### src/rtl/user_clock_lock_seq.sv
// User-clock lock sequencer.
//
// Holds the PLL in reset for a fixed number of cycles, then waits until the
// synchronised lock indication has been stable for a fixed number of
// consecutive cycles. After that it releases the per-channel user resets one
// at a time, a fixed stagger apart, and finally reports READY. Lock loss while
// releasing or running asserts all user resets at once, bumps a saturating
// lock-loss counter and re-runs the PLL reset. A restart request does the
// same without counting.
//
// Ports:
//   CLK          in   sole clock, rising edge
//   RST          in   synchronous active-high reset
//   LOCKED_IN    in   raw PLL lock, asynchronous to CLK
//   RESTART_IN   in   single-cycle request to re-run the PLL reset sequence
//   PLL_RST_OUT  out  active-high PLL reset
//   RST_N_OUT    out  per-channel active-low user resets [NUM_CHANNELS]
//   READY_OUT    out  all channels released and lock stable
//   RELOCK_COUNT out  saturating count of lock-loss events [8]
//
// Build option: define USER_CLOCK_LOCK_TIMEOUT_EN to retry the PLL reset when
// WAIT_LOCK has dwelt LOCK_TIMEOUT_CYCLES cycles without a stable lock.
// Without it WAIT_LOCK waits indefinitely and no timeout counter exists.

module user_clock_lock_seq #(
  parameter int NUM_CHANNELS        = 2,
  parameter int PLL_RST_CYCLES      = 16,
  parameter int LOCK_STABLE_CYCLES  = 64,
  parameter int STAGGER_CYCLES      = 8,
  parameter int LOCK_TIMEOUT_CYCLES = 4096
) (
  input  logic                    CLK,
  input  logic                    RST,
  input  logic                    LOCKED_IN,
  input  logic                    RESTART_IN,
  output logic                    PLL_RST_OUT,
  output logic [NUM_CHANNELS-1:0] RST_N_OUT,
  output logic                    READY_OUT,
  output logic [7:0]              RELOCK_COUNT
);

  // The cycle counter serves both the PLL reset hold and the release stagger.
  localparam int RelLastI = (NUM_CHANNELS - 1) * STAGGER_CYCLES;
  localparam int CntMax   = (PLL_RST_CYCLES > RelLastI) ? PLL_RST_CYCLES : RelLastI;
  localparam int CW       = $clog2(CntMax + 1);
  localparam int SW       = $clog2(LOCK_STABLE_CYCLES + 1);

  localparam logic [CW-1:0] PllLast    = CW'(PLL_RST_CYCLES - 1);
  localparam logic [CW-1:0] RelLast    = CW'(RelLastI);
  localparam logic [SW-1:0] StableLast = SW'(LOCK_STABLE_CYCLES - 1);

  if (NUM_CHANNELS < 1 || NUM_CHANNELS > 8 || PLL_RST_CYCLES < 1 ||
      LOCK_STABLE_CYCLES < 1 || STAGGER_CYCLES < 1 ||
      LOCK_TIMEOUT_CYCLES <= LOCK_STABLE_CYCLES) begin : g_bad_cfg
    $error("user_clock_lock_seq: invalid parameter set");
  end

  typedef enum logic [1:0] {StPllReset, StWaitLock, StRelease, StRun} state_e;

  state_e        state_q, state_d;
  logic [CW-1:0] cnt_q, cnt_d;
  logic [SW-1:0] stable_q, stable_d;
  logic [7:0]    relock_q, relock_d;
  logic          lock_meta_q, lock_s_q;

`ifdef USER_CLOCK_LOCK_TIMEOUT_EN
  localparam int TW = $clog2(LOCK_TIMEOUT_CYCLES + 1);
  localparam logic [TW-1:0] ToLast = TW'(LOCK_TIMEOUT_CYCLES - 1);
  logic [TW-1:0] to_q, to_d;
`endif

  always_comb begin
    state_d  = state_q;
    cnt_d    = cnt_q;
    stable_d = stable_q;
    relock_d = relock_q;
`ifdef USER_CLOCK_LOCK_TIMEOUT_EN
    to_d     = to_q;
`endif
    unique case (state_q)
      StPllReset: begin
        // RESTART_IN is deliberately ignored here.
        if (cnt_q == PllLast) begin
          state_d  = StWaitLock;
          cnt_d    = '0;
          stable_d = '0;
`ifdef USER_CLOCK_LOCK_TIMEOUT_EN
          to_d     = '0;
`endif
        end else begin
          cnt_d = cnt_q + 1'b1;
        end
      end
      StWaitLock: begin
        if (RESTART_IN) begin
          state_d = StPllReset;
          cnt_d   = '0;
        end else if (lock_s_q && stable_q == StableLast) begin
          state_d = StRelease;
          cnt_d   = '0;
`ifdef USER_CLOCK_LOCK_TIMEOUT_EN
        end else if (to_q == ToLast) begin
          state_d = StPllReset;
          cnt_d   = '0;
`endif
        end else begin
          stable_d = lock_s_q ? stable_q + 1'b1 : '0;
`ifdef USER_CLOCK_LOCK_TIMEOUT_EN
          to_d     = to_q + 1'b1;
`endif
        end
      end
      StRelease, StRun: begin
        // Lock loss wins over a coincident restart so it is counted.
        if (!lock_s_q) begin
          state_d = StPllReset;
          cnt_d   = '0;
          if (relock_q != 8'hFF) relock_d = relock_q + 1'b1;
        end else if (RESTART_IN) begin
          state_d = StPllReset;
          cnt_d   = '0;
        end else if (state_q == StRelease) begin
          if (cnt_q == RelLast) state_d = StRun;
          else                  cnt_d   = cnt_q + 1'b1;
        end
      end
      default: begin
        state_d = StPllReset;
        cnt_d   = '0;
      end
    endcase
  end

  // Channel i releases once the stagger count reaches i*STAGGER_CYCLES; the
  // count only rises in StRelease, so a released channel stays released.
  always_comb begin
    RST_N_OUT = '0;
    for (int i = 0; i < NUM_CHANNELS; i++) begin
      if (state_q == StRun) begin
        RST_N_OUT[i] = 1'b1;
      end else if (state_q == StRelease) begin
        RST_N_OUT[i] = (int'(cnt_q) >= i * STAGGER_CYCLES);
      end
    end
  end

  assign PLL_RST_OUT  = (state_q == StPllReset);
  assign READY_OUT    = (state_q == StRun);
  assign RELOCK_COUNT = relock_q;

  always_ff @(posedge CLK) begin
    if (RST) begin
      state_q     <= StPllReset;
      cnt_q       <= '0;
      stable_q    <= '0;
      relock_q    <= '0;
      lock_meta_q <= 1'b0;
      lock_s_q    <= 1'b0;
`ifdef USER_CLOCK_LOCK_TIMEOUT_EN
      to_q        <= '0;
`endif
    end else begin
      state_q     <= state_d;
      cnt_q       <= cnt_d;
      stable_q    <= stable_d;
      relock_q    <= relock_d;
      lock_meta_q <= LOCKED_IN;
      lock_s_q    <= lock_meta_q;
`ifdef USER_CLOCK_LOCK_TIMEOUT_EN
      to_q        <= to_d;
`endif
    end
  end

endmodule

### config.mk
export PLATFORM = sky130hd
export DESIGN_NAME = user_clock_lock_seq
export DESIGN_NICKNAME = d
export VERILOG_FILES = /design/src/rtl/user_clock_lock_seq.sv
export SDC_FILE = /design/constraint.sdc
export NUM_CORES = 1
export LEC_CHECK = 0
export CORE_MARGIN = 1
export CORE_UTILIZATION = 44
export DETAILED_ROUTE_END_ITERATION = 16
export PLACE_DENSITY = 0.66
export SYNTH_ARGS = -nofsm -noshare
export SYNTH_HDL_FRONTEND = slang
export SYNTH_SLANG_ARGS = --single-unit
### constraint.sdc
create_clock -name CLK -period 2.34 [get_ports CLK]
set_input_delay 0.351 -clock CLK [delete_from_list [all_inputs] [get_ports CLK]]
set_output_delay 0.351 -clock CLK [all_outputs]
set_load 0.03 [all_outputs]
# [After elaboration in Yosys (flattened, before gate mapping)]
# Cells that the tools add are included.
# W data, S select, Z words.
[totals] register_bits=24 output_inout_bits=12 inputBits=4
[op_classes] bitwise=1 n_reduce_logical=8 addsub=3 muxes=25 eq_ne=14 magnitude_cmp=1
[op_table] operator="$mux W5" n=7
[op_table] operator="$mux W7" n=4
[op_table] operator="$pmux W5 S3" n=1
[op_table] operator="$mux W2" n=7
[op_table] operator="$pmux W7 S2" n=1
[op_table] operator="$ne A4 B4 Y1 const B" n=3
[op_table] operator="$eq A5 B4 Y1 const B" n=2
[op_table] operator="$add A8 B1 Y8 const B" n=1
[op_table] operator="$ne A8 B8 Y1 const B" n=1
[op_table] operator="$reduce_and A4 Y1" n=2
[op_table] operator="$add A7 B1 Y7 const B" n=1
[op_table] operator="$eq A7 B6 Y1 const B" n=1
[op_table] operator="$pmux W2 S3" n=1
[op_table] operator="$reduce_and A3 Y1" n=2
[op_table] operator="$add A5 B1 Y5 const B" n=1
[op_table] operator="$ge A5 B4 Y1 const B" n=1
[op_table] operator="$eq A2 B2 Y1 const B" n=2
[op_table] operator="$mux W1" n=4
[op_table] operator="$ne A2 B2 Y1 const B" n=2
[op_table] operator="$ne A3 B3 Y1 const B" n=1
[op_table] operator="$eq A2 B1 Y1 const B" n=1
[op_table] operator="$logic_not A2 Y1" n=1
[op_table] operator="$ne A2 B1 Y1 const B" n=1
[op_table] operator="$reduce_bool A2 Y1" n=1
[op_table] operator="other kinds (3)" n=3

# [Longest topological paths before layout]
[logic_depth] depth_word=6 ltp_mapped=7

# [Worst setup path after synthesis]
# OpenSTA, ideal clock, no wires.
[synth_path] path_kind="register to register" startpoint="register stable_q[0]" endpoint="register stable_q[2]" slack_ps=564 path_stages_with_launch=7 synth_period_minus_slack_ps=1776 setup_ps=120 required_time_ps=2220 arrival_time_ps=1656 cell_sequence="dfxtp_1 > ha_1 > and4_1 > buf_6 > and3_4 > o311a_4 > a211o_1"
[synth_via] elab_chain_cells=5 word_cells_on_any_way=9 cone_classes="add/sub: 1; eq/ne: 2; mux: 4; reduce/logical: 2"
[synth_rtl] item="start, declared" line_no="62" rtl="logic [SW-1:0] stable_q, stable_d;"
[synth_rtl] item="start signal, assigned" line_no="165" rtl="stable_q <= stable_d;"
[synth_rtl] item="$add A7 B1 Y7" line_no="107" rtl="stable_d = lock_s_q ? stable_q + 1'b1 : '0;"
[synth_rtl] item="$mux W7" line_no="107"
[synth_rtl] item="$mux W7" line_no="98" rtl="end else if (lock_s_q && stable_q == StableLast) begin"
[synth_rtl] item="$mux W7" line_no="95" rtl="if (RESTART_IN) begin"
[synth_rtl] item="$pmux W7 S2" line_no="80" rtl="unique case (state_q)"
# Parallel ways exist; a longest one is shown, timed or not. The select of a mux whose other input is x is not followed.
# A chain may end at the register's enable or synchronous reset.

# [Worst setup path after layout]
[layout_path] startpoint="register cnt_q[0]" endpoint="register cnt_q[3]"
[layout_via] elab_chain_cells=6 word_cells_on_any_way=11 cone_classes="add/sub: 1; eq/ne: 3; mux: 6; reduce/logical: 1"
[layout_rtl] item="start, declared" line_no="61" rtl="logic [CW-1:0] cnt_q, cnt_d;"
[layout_rtl] item="start signal, assigned" line_no="164" rtl="cnt_q <= cnt_d;"
[layout_rtl] item="$add A5 B1 Y5" line_no="91, 124"
[layout_rtl] item="$mux W5" line_no="123" rtl="if (cnt_q == RelLast) state_d = StRun;"
[layout_rtl] item="$mux W5" line_no="122" rtl="end else if (state_q == StRelease) begin"
[layout_rtl] item="$mux W5" line_no="119" rtl="end else if (RESTART_IN) begin"
[layout_rtl] item="$mux W5" line_no="115" rtl="if (!lock_s_q) begin"
[layout_rtl] item="$pmux W5 S3" line_no="80"
# Parallel ways exist; a longest one is shown, timed or not. The select of a mux whose other input is x is not followed.

==> results.ini <==
[global_routing]
grt_max_degree=19
groute.usage.overall_pct=18.5
grt_pass1_vias=1126
grt_pass1_wl_um=4810
grt_overflow=0
antenna_found_initial=0

[clock_tree]
clkSlewWorstSetupHoldPaths_ns=0.12
worstSkewPairLatency_ns=0.30
cts_hold_buf=0
h-tree-depth=1
clock-sinks=24
cts_tree=yes
cts_buffers=3
post_cts_resized=0
postCtsSetupRepairBufs=0
clock-root-buffer=clkbuf_4
clockBufferDepth=2

[final_layout]
fin_area_mm2=0.00155
nFillCells=272
diodes=0
nets=179
seq_area_um2=480
area_growth_syn_to_layout_pct=14.2
layoutNonFillerInstCount=198
drive_above_1_share_pct=8.38
multiInputGateArea_um2=810

[placement]
dp_cells=195
gp_congestion=0.793
dpl.hpwl_um=2070
port_buffers=15
detailed_place.area_mm2=0.00152

[setup_path]
crit_slowest_cell=o31ai_1
cpPeakStageDelay_ns=0.60
cp-start-kind=register
criticalPathCategory=register to register
endpoint_kind=register
critical_path_buf_inv_count=1
path_cells=ha_1 -> nand3_1 -> inv_1 -> ha_1 -> o31ai_1 -> nor4bb_1 -> nand3b_1
timing.critical_path.arrival_ns=2.35
cp_top_family=simple AND/OR/NAND/NOR gates
crit_top_cell=ha_1
required_ns=2.59
path_max_fanout=6

[timing]
clock.fmax_mhz=476
final_max_slew_viol_count=0
min_period_ns=2.10
whs_ns=0.451
setup-tns-final_ns=0
min_period_over_period_pct=89.8
clock_skew_ns=0.00342
finalSetupViolCount=0
worst-slew-pin-transition_ns=0.724
relSlewSlack_pct=51.3
finalHoldViolations=0
grt_setup_unrepaired=false

[synthesis]
synth_edf_count=0
syn_area_mm2=0.00135
synthTopCellsByArea=dfxtp_1, ha_1, nand2_1, nor2_1, a211o_1
postSynthCellCount=154
synth_top_area_share_pct=35.5
syn-num-nets=164
seq_area_frac_synth_pct=35.5
yosysUniqueCellTypes=48
synth_flop_cell=dfxtp_1
yosysWarnings=0
async_flop_share_pct=0
yosys.area.top_type=dfxtp_1
synth_seq_cells=24
syn_area_per_cell_um2=8.79

[status]
outcome=finished with violations
violations=design-rule violations

[floorplan]
ioPinCount=16
die_area_mm2=0.00330
fp.dieW_um=57.5
start_util_pct=47.9
rows=19
coreArea_mm2=0.00283
die_h_um=57.5

[drt]
drt_iter0_drc=74
ant_nets=0
drt-total-wl_um=2790
drtPass1Iterations=12
viasPerCell=5.97
wl_per_cell_um=14.1
drc=1
vias=1182

[power_and_ir_drop]
powerDensity_mw_per_mm2=410
ir_drop_uv=312
leakagePower_nw=0.599

[run]
max-cap-violations=0

[hold_path]
hp-class=register to register

[worst register-to-register path, delay by kind of cell, from the launching register on]
| kind | cells | cell delay, ns |
|---|---|---|
| flops | 1 | 0.36 |
| compound gates | 1 | 0.60 |
| buf+inv | 1 | 0.06 |
| fa+ha+maj | 2 | 0.42 |
| simple gates | 3 | 0.61 |
[layer usage]
metal  GRT usage (%)  share of wire (%)
met5               0                  0
met4            6.27               0.61
met3            2.04                3.0
met2            34.2                 50
met1            21.9                 46
[layout by cell type, fill, tap and decap left out, types with 5 or more instances in the layout]
master	count
a21oi_1	6
clkdlybuf4s50_1	15
dfxtp_1	24
ha_1	6
inv_1	5
nand2_1	12
nand3_1	7
nor2_1	11
nor3_1	6
[per-stage QoR]
step           total power, mW  util (%)  worst slack [ns]
6_report                 0.634      54.7             0.239
3_3_place_gp             0.466      53.9             0.307
2_1_floorplan            0.454         -             0.564
5_1_grt                  0.662      54.7             0.101
4_1_cts                  0.650      54.7             0.224
3_5_place_dp             0.469      53.9             0.234
[cells in the mapped netlist, types with 4 or more instances]
library cell / instances
dfxtp_1: 24
nand2_1: 12
nor2_1: 11
nand3_1: 7
a21oi_1: 6
ha_1: 6
nor3_1: 6
inv_1: 5
a211o_1: 4
and3_1: 4
clkbuf_1: 4
nand4_1: 4
nor2b_1: 4
xor2_1: 4
[cell families (layout without fill, tap and decap cells)]
kind of cell / count (synthesis) / count (layout) / share of synthesized area (%)
XOR/XNOR: 4 / 4 / 2.59
multiplexers: 3 / 3 / 2.22
AND/OR/NAND/NOR: 70 / 70 / 30.3
adder cells (fa/ha/maj): 6 / 6 / 5.55
AO/OA/AOI/OAI: 33 / 33 / 19.1
buffers and inverters: 14 / 27 / 4.71
flip-flops: 24 / 24 / 35.5
[registers in the layout (all words and copies together) (netlist names)]
signal / flops
lock_meta_q: 1
lock_s_q: 1
stable_q: 7
state_q: 2
RELOCK_COUNT: 8
cnt_q: 5
[path summary, 6_finish.rpt]
path                            slack [ns]  cells after the start         from        to
worst min-delay path                  0.45                      1  lock_meta_q  lock_s_q
worst max-delay path                  0.24                      7     cnt_q[0]  cnt_q[3]
worst max register to register        0.24                      7     cnt_q[0]  cnt_q[3]
worst min register to register        0.45                      1  lock_meta_q  lock_s_q
[area by class of cell]
type / count / share of cell area, %
Tap cell: 31 / 2.51
Timing Repair Buffer: 18 / 11.2
Multi-Input combinational cell: 116 / 52.3
Clock buffer: 3 / 1.46
Inverter: 6 / 1.46
Sequential cell: 24 / 31.1
[power breakdown]
part	internal [mW]	switching, mW
Sequential	0.415	0.00666
Combinational	0.0182	0.0204
Clock	0.0600	0.115
(Power assumes the default switching activity.)
